<file path="src/rtl/axi4_protocol_monitor.sv">
// Passive AXI4 memory-slave protocol checker: one outstanding write and read burst,
// payload stability, beat/last, response decode and timeout checks, with error capture.
module axi4_protocol_monitor #(
  parameter int ADDR_WIDTH   = 16,
  parameter int DATA_WIDTH   = 32,
  parameter int MEM_DEPTH    = 1024,
  parameter int RESP_TIMEOUT = 16,
  parameter int CNT_WIDTH    = 8
) (
  input  logic                  ACLK,
  input  logic                  ARESET,
  input  logic [ADDR_WIDTH-1:0] AWADDR,
  input  logic [7:0]            AWLEN,
  input  logic [2:0]            AWSIZE,
  input  logic                  AWVALID,
  input  logic                  AWREADY,
  input  logic [DATA_WIDTH-1:0] WDATA,
  input  logic                  WLAST,
  input  logic                  WVALID,
  input  logic                  WREADY,
  input  logic [1:0]            BRESP,
  input  logic                  BVALID,
  input  logic                  BREADY,
  input  logic [ADDR_WIDTH-1:0] ARADDR,
  input  logic [7:0]            ARLEN,
  input  logic [2:0]            ARSIZE,
  input  logic                  ARVALID,
  input  logic                  ARREADY,
  input  logic [DATA_WIDTH-1:0] RDATA,
  input  logic [1:0]            RRESP,
  input  logic                  RLAST,
  input  logic                  RVALID,
  input  logic                  RREADY,
  input  logic                  clear_errs,
  output logic [12:0]           err_pulse,
  output logic [12:0]           err_sticky,
  output logic [CNT_WIDTH-1:0]  err_count,
  output logic [3:0]            first_err_id,
  output logic                  first_err_valid,
  output logic [CNT_WIDTH-1:0]  wr_done_cnt,
  output logic [CNT_WIDTH-1:0]  rd_done_cnt
);
  localparam int BSHIFT = $clog2(DATA_WIDTH / 8);
  localparam int TW     = $clog2(RESP_TIMEOUT + 2);
  localparam logic [TW-1:0] TO = TW'(RESP_TIMEOUT);

  typedef enum logic [1:0] {W_IDLE, W_DATA, W_RESP} wst_t;
  typedef enum logic [1:0] {R_IDLE, R_WAIT, R_DATA} rst_t;

  function automatic logic [1:0] exp_resp(input logic [ADDR_WIDTH-1:0] addr,
                                          input logic [7:0] len, input logic [2:0] size);
    logic [31:0] a, span;
    a    = 32'(addr);
    span = (32'(len) + 32'd1) << size;
    if (((a & 32'hFFF) + span) > 32'd4096 || (a >> BSHIFT) >= 32'(MEM_DEPTH)) return 2'b10;
    return 2'b00;
  endfunction

  function automatic logic [3:0] lowest(input logic [12:0] v);
    logic [3:0] id;
    id = '0;
    for (int i = 12; i >= 0; i--) if (v[i]) id = 4'(i);
    return id;
  endfunction

  // Previous-cycle stall history and payload snapshots
  logic aw_stall_q, w_stall_q, b_stall_q, ar_stall_q, r_stall_q, bvld_q;
  logic [ADDR_WIDTH-1:0] aw_addr_q, ar_addr_q;
  logic [7:0]            aw_len_q, ar_len_q;
  logic [2:0]            aw_size_q, ar_size_q;
  logic [DATA_WIDTH-1:0] w_data_q, r_data_q;
  logic                  w_last_q, r_last_q;
  logic [1:0]            b_resp_q, r_resp_q;

  wst_t wst_q, wst_d;
  rst_t rst_q, rst_d;
  logic [7:0] wlen_q, wlen_d, wbeat_q, wbeat_d, rlen_q, rlen_d, rbeat_q, rbeat_d;
  logic [1:0] wexp_q, wexp_d, rexp_q, rexp_d;
  logic [TW-1:0] wtim_q, wtim_d, rtim_q, rtim_d;
  logic [CNT_WIDTH-1:0] wdone_q, wdone_d, rdone_q, rdone_d, cnt_q, cnt_d;
  logic [12:0] pulse_q, pulse_d, sticky_q, sticky_d;
  logic [3:0]  fid_q, fid_d;
  logic        fv_q, fv_d;

  logic aw_hs, w_hs, b_hs, ar_hs, r_hs, r_act;
  assign aw_hs = AWVALID && AWREADY;
  assign w_hs  = WVALID && WREADY;
  assign b_hs  = BVALID && BREADY;
  assign ar_hs = ARVALID && ARREADY;
  assign r_hs  = RVALID && RREADY;
  assign r_act = (rst_q == R_DATA) || (rst_q == R_WAIT && RVALID);

  always_comb begin
    pulse_d = '0;
    wst_d = wst_q; wlen_d = wlen_q; wbeat_d = wbeat_q; wexp_d = wexp_q; wtim_d = wtim_q;
    rst_d = rst_q; rlen_d = rlen_q; rbeat_d = rbeat_q; rexp_d = rexp_q; rtim_d = rtim_q;
    wdone_d = wdone_q; rdone_d = rdone_q;

    pulse_d[0] = aw_stall_q && (!AWVALID || AWADDR != aw_addr_q || AWLEN != aw_len_q ||
                                AWSIZE != aw_size_q);
    pulse_d[1] = w_stall_q && (!WVALID || WDATA != w_data_q || WLAST != w_last_q);
    pulse_d[4] = b_stall_q && (!BVALID || BRESP != b_resp_q);
    pulse_d[6] = ar_stall_q && (!ARVALID || ARADDR != ar_addr_q || ARLEN != ar_len_q ||
                                ARSIZE != ar_size_q);
    pulse_d[8] = r_stall_q && (!RVALID || RDATA != r_data_q || RRESP != r_resp_q ||
                               RLAST != r_last_q);
    pulse_d[3] = BVALID && !bvld_q && (wst_q != W_RESP);

    case (wst_q)
      W_IDLE: begin
        pulse_d[12] = w_hs;
        if (aw_hs) begin
          wst_d = W_DATA; wlen_d = AWLEN; wbeat_d = '0; wexp_d = exp_resp(AWADDR, AWLEN, AWSIZE);
        end
      end
      W_DATA: if (w_hs) begin
        pulse_d[2] = WLAST != (wbeat_q == wlen_q);
        if (WLAST || wbeat_q == wlen_q) begin
          wst_d = W_RESP; wtim_d = '0;
        end else begin
          wbeat_d = wbeat_q + 8'd1;
        end
      end
      W_RESP: begin
        pulse_d[12] = w_hs;
        if (b_hs) begin
          pulse_d[5] = BRESP != wexp_q;
          wdone_d = wdone_q + CNT_WIDTH'(1);
          wst_d = W_IDLE;
          // A new AW accepted alongside the response starts the next burst directly
          if (aw_hs) begin
            wst_d = W_DATA; wlen_d = AWLEN; wbeat_d = '0; wexp_d = exp_resp(AWADDR, AWLEN, AWSIZE);
          end
        end else if (!BVALID) begin
          pulse_d[11] = wtim_q == TO;
          if (wtim_q <= TO) wtim_d = wtim_q + TW'(1);
        end
      end
      default: wst_d = W_IDLE;
    endcase

    case (rst_q)
      R_IDLE: if (ar_hs) begin
        rst_d = R_WAIT; rlen_d = ARLEN; rbeat_d = '0; rtim_d = '0;
        rexp_d = exp_resp(ARADDR, ARLEN, ARSIZE);
      end
      R_WAIT: if (!RVALID) begin
        pulse_d[10] = rtim_q == TO;
        if (rtim_q <= TO) rtim_d = rtim_q + TW'(1);
      end
      R_DATA: ;
      default: rst_d = R_IDLE;
    endcase

    // First RVALID in R_WAIT is treated as a data-phase beat in the same cycle
    if (r_act) begin
      rst_d = R_DATA;
      if (r_hs) begin
        pulse_d[7] = RLAST != (rbeat_q == rlen_q);
        pulse_d[9] = RRESP != rexp_q;
        if (RLAST || rbeat_q == rlen_q) begin
          rst_d = R_IDLE;
          rdone_d = rdone_q + CNT_WIDTH'(1);
          if (ar_hs) begin
            rst_d = R_WAIT; rlen_d = ARLEN; rbeat_d = '0; rtim_d = '0;
            rexp_d = exp_resp(ARADDR, ARLEN, ARSIZE);
          end
        end else begin
          rbeat_d = rbeat_q + 8'd1;
        end
      end
    end

    // A violation coincident with clear_errs survives the clear
    sticky_d = clear_errs ? pulse_d : (sticky_q | pulse_d);
    if (clear_errs)      cnt_d = (|pulse_d) ? CNT_WIDTH'(1) : '0;
    else if ((|pulse_d) && cnt_q != {CNT_WIDTH{1'b1}}) cnt_d = cnt_q + CNT_WIDTH'(1);
    else                 cnt_d = cnt_q;
    fid_d = clear_errs ? 4'd0 : fid_q;
    fv_d  = clear_errs ? 1'b0 : fv_q;
    if ((|pulse_d) && (clear_errs || !fv_q)) begin
      fid_d = lowest(pulse_d); fv_d = 1'b1;
    end
  end

  always_ff @(posedge ACLK) begin
    if (ARESET) begin
      aw_stall_q <= 1'b0; w_stall_q <= 1'b0; b_stall_q <= 1'b0;
      ar_stall_q <= 1'b0; r_stall_q <= 1'b0; bvld_q <= 1'b0;
      aw_addr_q <= '0; aw_len_q <= '0; aw_size_q <= '0;
      ar_addr_q <= '0; ar_len_q <= '0; ar_size_q <= '0;
      w_data_q <= '0; w_last_q <= 1'b0; b_resp_q <= '0;
      r_data_q <= '0; r_last_q <= 1'b0; r_resp_q <= '0;
      wst_q <= W_IDLE; wlen_q <= '0; wbeat_q <= '0; wexp_q <= '0; wtim_q <= '0;
      rst_q <= R_IDLE; rlen_q <= '0; rbeat_q <= '0; rexp_q <= '0; rtim_q <= '0;
      wdone_q <= '0; rdone_q <= '0; cnt_q <= '0;
      pulse_q <= '0; sticky_q <= '0; fid_q <= '0; fv_q <= 1'b0;
    end else begin
      aw_stall_q <= AWVALID && !AWREADY; w_stall_q <= WVALID && !WREADY;
      b_stall_q  <= BVALID && !BREADY;   ar_stall_q <= ARVALID && !ARREADY;
      r_stall_q  <= RVALID && !RREADY;   bvld_q <= BVALID;
      aw_addr_q <= AWADDR; aw_len_q <= AWLEN; aw_size_q <= AWSIZE;
      ar_addr_q <= ARADDR; ar_len_q <= ARLEN; ar_size_q <= ARSIZE;
      w_data_q <= WDATA; w_last_q <= WLAST; b_resp_q <= BRESP;
      r_data_q <= RDATA; r_last_q <= RLAST; r_resp_q <= RRESP;
      wst_q <= wst_d; wlen_q <= wlen_d; wbeat_q <= wbeat_d; wexp_q <= wexp_d; wtim_q <= wtim_d;
      rst_q <= rst_d; rlen_q <= rlen_d; rbeat_q <= rbeat_d; rexp_q <= rexp_d; rtim_q <= rtim_d;
      wdone_q <= wdone_d; rdone_q <= rdone_d; cnt_q <= cnt_d;
      pulse_q <= pulse_d; sticky_q <= sticky_d; fid_q <= fid_d; fv_q <= fv_d;
    end
  end

  assign err_pulse       = pulse_q;
  assign err_sticky      = sticky_q;
  assign err_count       = cnt_q;
  assign first_err_id    = fid_q;
  assign first_err_valid = fv_q;
  assign wr_done_cnt     = wdone_q;
  assign rd_done_cnt     = rdone_q;
endmodule

</file>
<file path="config.mk">
export PLATFORM = sky130hd
export DESIGN_NAME = axi4_protocol_monitor
export DESIGN_NICKNAME = d
export VERILOG_FILES = /design/src/rtl/axi4_protocol_monitor.sv
export SDC_FILE = /design/constraint.sdc
export NUM_CORES = 1
export LEC_CHECK = 0
export ABC_AREA = 1
export BUFFER_PORTS_ARGS = -buffer_cell sky130_fd_sc_hd__buf_2
export CORE_ASPECT_RATIO = 1.75
export CORE_MARGIN = 10
export CORE_UTILIZATION = 57
export DETAILED_ROUTE_END_ITERATION = 12
export PLACE_DENSITY_LB_ADDON = 0.08
export SKIP_CTS_REPAIR_TIMING = 1
export SLEW_MARGIN = 25
export SYNTH_ARGS = -nofsm -noshare
export SYNTH_HDL_FRONTEND = slang
export SYNTH_SLANG_ARGS = --single-unit
</file>
<file path="constraint.sdc">
create_clock -name ACLK -period 4 [get_ports ACLK]
set_input_delay 0.4 -clock ACLK [delete_from_list [all_inputs] [get_ports ACLK]]
set_output_delay 0.4 -clock ACLK [all_outputs]
set_load 0.03 [all_outputs]
</file>
---- After elaboration in Yosys (flattened, before gate mapping) ----
Index checks and enable logic that the tools add are counted.
word-level totals
  bits in registers ....................... 235
  bits in latches ......................... 0
  memory bits (writable) .................. 0
  ROM bits ................................ 0
  input bits .............................. 137
  output and inout port bits .............. 55
  memories ................................ 0
cells by class
  $add $sub $neg .......................... 11
  $mul .................................... 0
  div/mod/pow operators ................... 0
  order comparisons ....................... 6
  equal/unequal tests ..................... 37
  shift operators ......................... 2
  multiplexer cells ....................... 108
  bitwise gates (word level) .............. 1
  reductions and logical operators ........ 68
operator list
  cell                    count
  $mux W8                 20
  $add A12 B32 Y32        2
  $gt A32 B13 Y1 const B  2
  $ne A32 B32 Y1          2
  $shl A9 B3 Y32          2
  $mux W4                 15
  $mux W5                 12
  $mux W2                 23
  $add A8 B1 Y8 const B   5
  $ne A16 B16 Y1          2
  $mux W1                 30
  $ge A14 B11 Y1 const B  2
  $pmux W8 S3             1
  $logic_and A1 B1 Y1     20
  $ne A2 B2 Y1 const B    10
  $pmux W5 S2             2
  $add A8 B1 Y9 const B   2
  $logic_or A1 B1 Y1      18
  $eq A8 B8 Y1            2
  $ne A8 B8 Y1            2
  $pmux W8 S2             1
  $mux W13                1
  $or A13 B13 Y13         1
  $reduce_or A13 Y1       1
  22 further kinds        55

---- Depth between registers and ports, before layout ----
  depth in word-level cells ............... 17
  mapped depth ............................ 27
  mapped depth without buffers ............ 27

---- Least setup slack after synthesis ----
Ideal clock, no wire load.
  path type ............................... input to register
  start ................................... in ARLEN[0]
  end ..................................... reg rexp_q[1]
  library setup time ...................... 0.109 ns
  arrival ................................. 2.803 ns
  required time ........................... 3.891 ns
  setup slack ............................. 1.089 ns
  cell stages on the path ................. 24
  path buffers ............................ 0
  cell sequence ........................... ha_1 -> nand3_1 -> nor2_1 -> nand2_1 -> nand2_1 -> inv_1 -> o21ai_0 -> nand2_1 -> o21ai_0 -> o21ai_0 -> ha_1 -> nand2_1 -> nor3_1 -> nand3_1 -> nand3_1 -> nand3_1 -> nand2_1 -> nand2_1 -> inv_1 -> o21ai_2 -> xnor2_1 -> nand3_1 -> nand2_1 -> inv_1
on the way
  cells in the longest elaborated chain, start to end .. 15
ends and longest elaborated chain
  element                                    RTL line  source
  start, declared                            25        input logic [7:0] ARLEN,
  $add A8 B1 Y9 *                            54        span = (32'(len) + 32'd1) << size;
  $shl A9 B3 Y32 *                           54
  $add A12 B32 Y32 *                         55        if (((a & 32'hFFF) + span) > 32'd4096 || (a >> BSHIFT) >= 32'(MEM_DEPTH)) return 2'b10;
  $gt A32 B13 Y1 *                           55
  $logic_or A1 B1 Y1 *                       55
  $mux W1 *                                  55
  $mux W1 *                                  143, 164
  $mux W1 (on tied branches)                 142, 161
  $mux W2 / $mux W1 (equally long branches)  56, 158
  $mux W2 / $mux W1 (equally long branches)  143, 156
  $mux W2 (on tied branches)                 142, 56
  $mux W2                                    164       if (ar_hs) begin
  $mux W2                                    161       if (RLAST || rbeat_q == rlen_q) begin
  $mux W2                                    158       if (r_hs) begin
  $mux W2 *                                  156       if (r_act) begin
  end signal, assigned                       207       rst_q <= rst_d; rlen_q <= rlen_d; rbeat_q <= rbeat_d; rexp_q <= rexp_d; rtim_q <= rtim_d;
  end, declared                              78        logic [1:0] wexp_q, wexp_d, rexp_q, rexp_d;
Mark *: on every way between the ends. The rest lies on a longest branch, timed or not. The select of a mux whose other input is x is not followed.
A chain may end at the register's enable or synchronous reset.

---- Final worst setup path ----
Same ends and word-level chain as after synthesis.

==> results.toml <==
[place]
routabilityCongestion = 0.921
port_buffers = 191
post_dp_cell_area_um2 = 13300
post-dp-hpwl_um = 25600

[sta]
setup_viol = 0
hold_viol_final = 0
slew_violations = 0
rsz0062_at_grt = "no"
finalCritPeriodShare_pct = 75.1
relSlewSlack_pct = 37.2
finClkSkew_ns = 0.0191
layout_min_cycle_time_ns = 3.01
tns_ns = 0
fmax_mhz = 333
tightest_slew_ns = 0.942

[synthesis]
synthMuxAreaShare_pct = 0.741
synthAdderAreaFrac_pct = 4.55
syn_area_per_cell_um2 = 6.85
synth.cell_area_um2 = 12200
post_synth_num_cell_types = 49
ys_async_sr_fraction_pct = 0
ys_warn_count = 0
synth_compound_area_share_pct = 12.2
synth_edf_count = 0
ys_seq_area_share_pct = 38.5
yosys.area_share.simple_pct = 28.5
syn_inst = 1775
synth_xor_area_share_pct = 5.33
synth_top_family_by_area = "simple AND/OR/NAND/NOR gates"
synth_nets = 1955
ys_seq_elements = 234
synthFlopType = "dfxtp_1"

[cts]
cts_buffers = 22
path_clk_slew_ns = 0.06
cts.sinks = 234
insertion_delay_ns = 0.50
clockRootBuffer = "clkbuf_16"
h-tree-depth = 1
cts_tree = "yes"
clockBufferDepth = 3

[finish]
nets = 2133
drive_gt1_share_pct = 13.2
syn_to_final_growth_pct = 14.8
fin_area_um2 = 14000

[floorplanning]
die_h_um = 213
fp-row-count = 70
dieArea_um2 = 27800
start_util_pct = 58.1
num_io_pins = 192
die-width_um = 130
core_um2 = 20900

[critical_path]
cp.arrival_ns = 3.40
startpoint = "ARLEN[0]"
start_kind = "primary input"
reg2reg_slack_ns = 1.09
cp.required_ns = 4.39
crit_type = "in2reg"
reg2reg_depth = 14
r2r-end = "rexp_q[1]"
end_kind = "flop"
r2r_start = "rbeat_q[7]"
cp_max_fo = 7

[global_route]
antenna_found_initial = 7
grt_max_degree = 95
grt_pass1_vias = 11500
grt_pass1_wl_um = 52100
grt.total_usage_pct = 22.7
grt.overflow.total = 0

[routing]
met3_length_um = 1770
dr.pass1.iters = 5
met2_length_um = 17100
vias = 11600
ant_nets = 0
wl_met1_um = 12300
viasPerCell = 5.22
top_layer = "met5"
drt_iter0_markers = 528
drc = 0
wl_um = 32400
wire_per_inst_um = 14.6

[min_path]
hp-start = "ARREADY"
holdPathEnd = "ar_stall_q"
holdCritPathClass = "in2reg"
whs_path_depth = 2

[power_and_ir_drop]
ir_drop_mv = 0.403
leakage_nw = 6.84
powerDensity_nw_per_um2 = 409

[outcome]
status = "finished clean"

[run]
drv_cap = 0
## cell usage in the layout (no fill, tap or decap), types with 2 or more instances in the layout
master / instances
a21oi_1: 85
nand2_1: 360
nand3_1: 95
ha_1: 41
nand3b_1: 5
o21a_1: 2
xnor2_1: 38
o22ai_1: 13
nor4_1: 5
mux2i_1: 9
or2_2: 5
clkbuf_8: 3
inv_2: 12
clkbuf_16: 22
nand2_4: 2
nand2_2: 4
a221oi_1: 4
xor2_1: 36
nand4_1: 33
o21ai_1: 9
nor2_1: 262
buf_2: 190
diode_2: 4
nor3_1: 28
a211oi_1: 3
clkinv_1: 3
o21ai_0: 134
nor3b_1: 6
dfxtp_1: 234
clkbuf_1: 10
o21ai_2: 2
nor2_2: 6
a21o_1: 5
buf_4: 3
inv_1: 269
nor3_2: 3
a31oi_1: 7
fa_1: 2
or4_1: 2
## flip-flops by register name, indices dropped and copies added (netlist names), 8 cells and up
signal and flops:
err_count 8, w_data_q 32, rbeat_q 8, ar_addr_q 16, ar_len_q 8, aw_len_q 8, aw_addr_q 16, rd_done_cnt 8
wr_done_cnt 8, wlen_q 8, wbeat_q 8, rlen_q 8, err_pulse 13, err_sticky 13, r_data_q 32
## final cells by class
| class | count | area (um^2) |
|---|---|---|
| inverter | 284 | 1070 |
| sequential | 234 | 4680 |
| tap | 252 | 315 |
| clock buffer | 35 | 629 |
| clock inverter | 3 | 28.8 |
| multi-input combinational | 1217 | 6240 |
| timing repair buffer | 194 | 985 |
| fill | 1997 | 6970 |
| antenna | 4 | 10.0 |
## cell usage after synthesis (12+ instances only)
library cell | count | area [um^2]
xnor2_1 | 38 | 333
nand4_1 | 33 | 206
dfxtp_1 | 234 | 4680
clkbuf_1 | 32 | 120
inv_2 | 12 | 45.0
o21ai_0 | 134 | 671
nor2_1 | 262 | 983
nand3_1 | 95 | 475
nand2_1 | 360 | 1350
nor3_1 | 28 | 140
a21oi_1 | 85 | 425
o22ai_1 | 13 | 81.3
ha_1 | 41 | 513
xor2_1 | 36 | 315
inv_1 | 269 | 1010
## power by group
group          leakage [nW]  internal (mW)  switching, mW
logic                  4.59          0.434          0.763
registers              1.93           2.48         0.0926
clock network         0.315           1.08          0.865
total                  6.84           3.99           1.72
## per-layer routing
metal	track usage [%]	vias up
met5	0	-
met4	9.86	6
met3	3.82	73
met2	42.7	273
met1	24.0	5246
li1	-	6005
## through the flow
step	cells	setup WS [ns]	hold slack, ns	utilization, %	total power [mW]
floorplan	1775	1.09	0.436	-	3.46
global placement	2181	0.559	0.435	63.5	3.78
detailed placement	2181	0.532	0.442	63.5	3.81
CTS	2219	1.04	0.0574	66.6	5.75
global route	2222	0.538	0.0612	66.7	6.01
finish	2223	0.995	0.0671	66.7	5.71
## worst max-delay path by stage
stage,slack [ns],endpoint,cells past startpoint
6_report,0.99,rexp_q[1],25
2_1_floorplan,1.09,rexp_q[1],24
4_1_cts,1.04,rexp_q[1],25
3_5_place_dp,0.53,wexp_q[1],27
3_3_place_gp,0.56,wexp_q[1],27
5_1_grt,0.54,rexp_q[1],25
## cells by family (layout without fill, tap and decap cells)
kind of cell | count (synthesis) | count (layout)
mux | 9 | 9
compound gates | 272 | 272
buf+inv | 324 | 516
flops | 234 | 234
other cells | 0 | 4
fa+ha+maj | 43 | 43
xor+xnor | 74 | 74
simple gates | 819 | 819
## critical path, stage by stage
cell and delay (ns):
buf_2 0.16, ha_1 0.20, nand3_1 0.13, nor2_1 0.15, nand2_1 0.09, nand2_1 0.09, inv_1 0.04, o21ai_0 0.22
nand2_1 0.08, o21ai_0 0.11, o21ai_0 0.12, ha_1 0.40, nand2_1 0.09, nor3_1 0.19, nand3_1 0.10, nand3_1 0.15
nand3_1 0.08, nand2_1 0.10, nand2_1 0.06, inv_1 0.06, o21ai_2 0.06, xnor2_1 0.14, nand3_1 0.09, nand2_1 0.06
inv_1 0.03
Note: power is estimated with default switching activity, not from simulation.
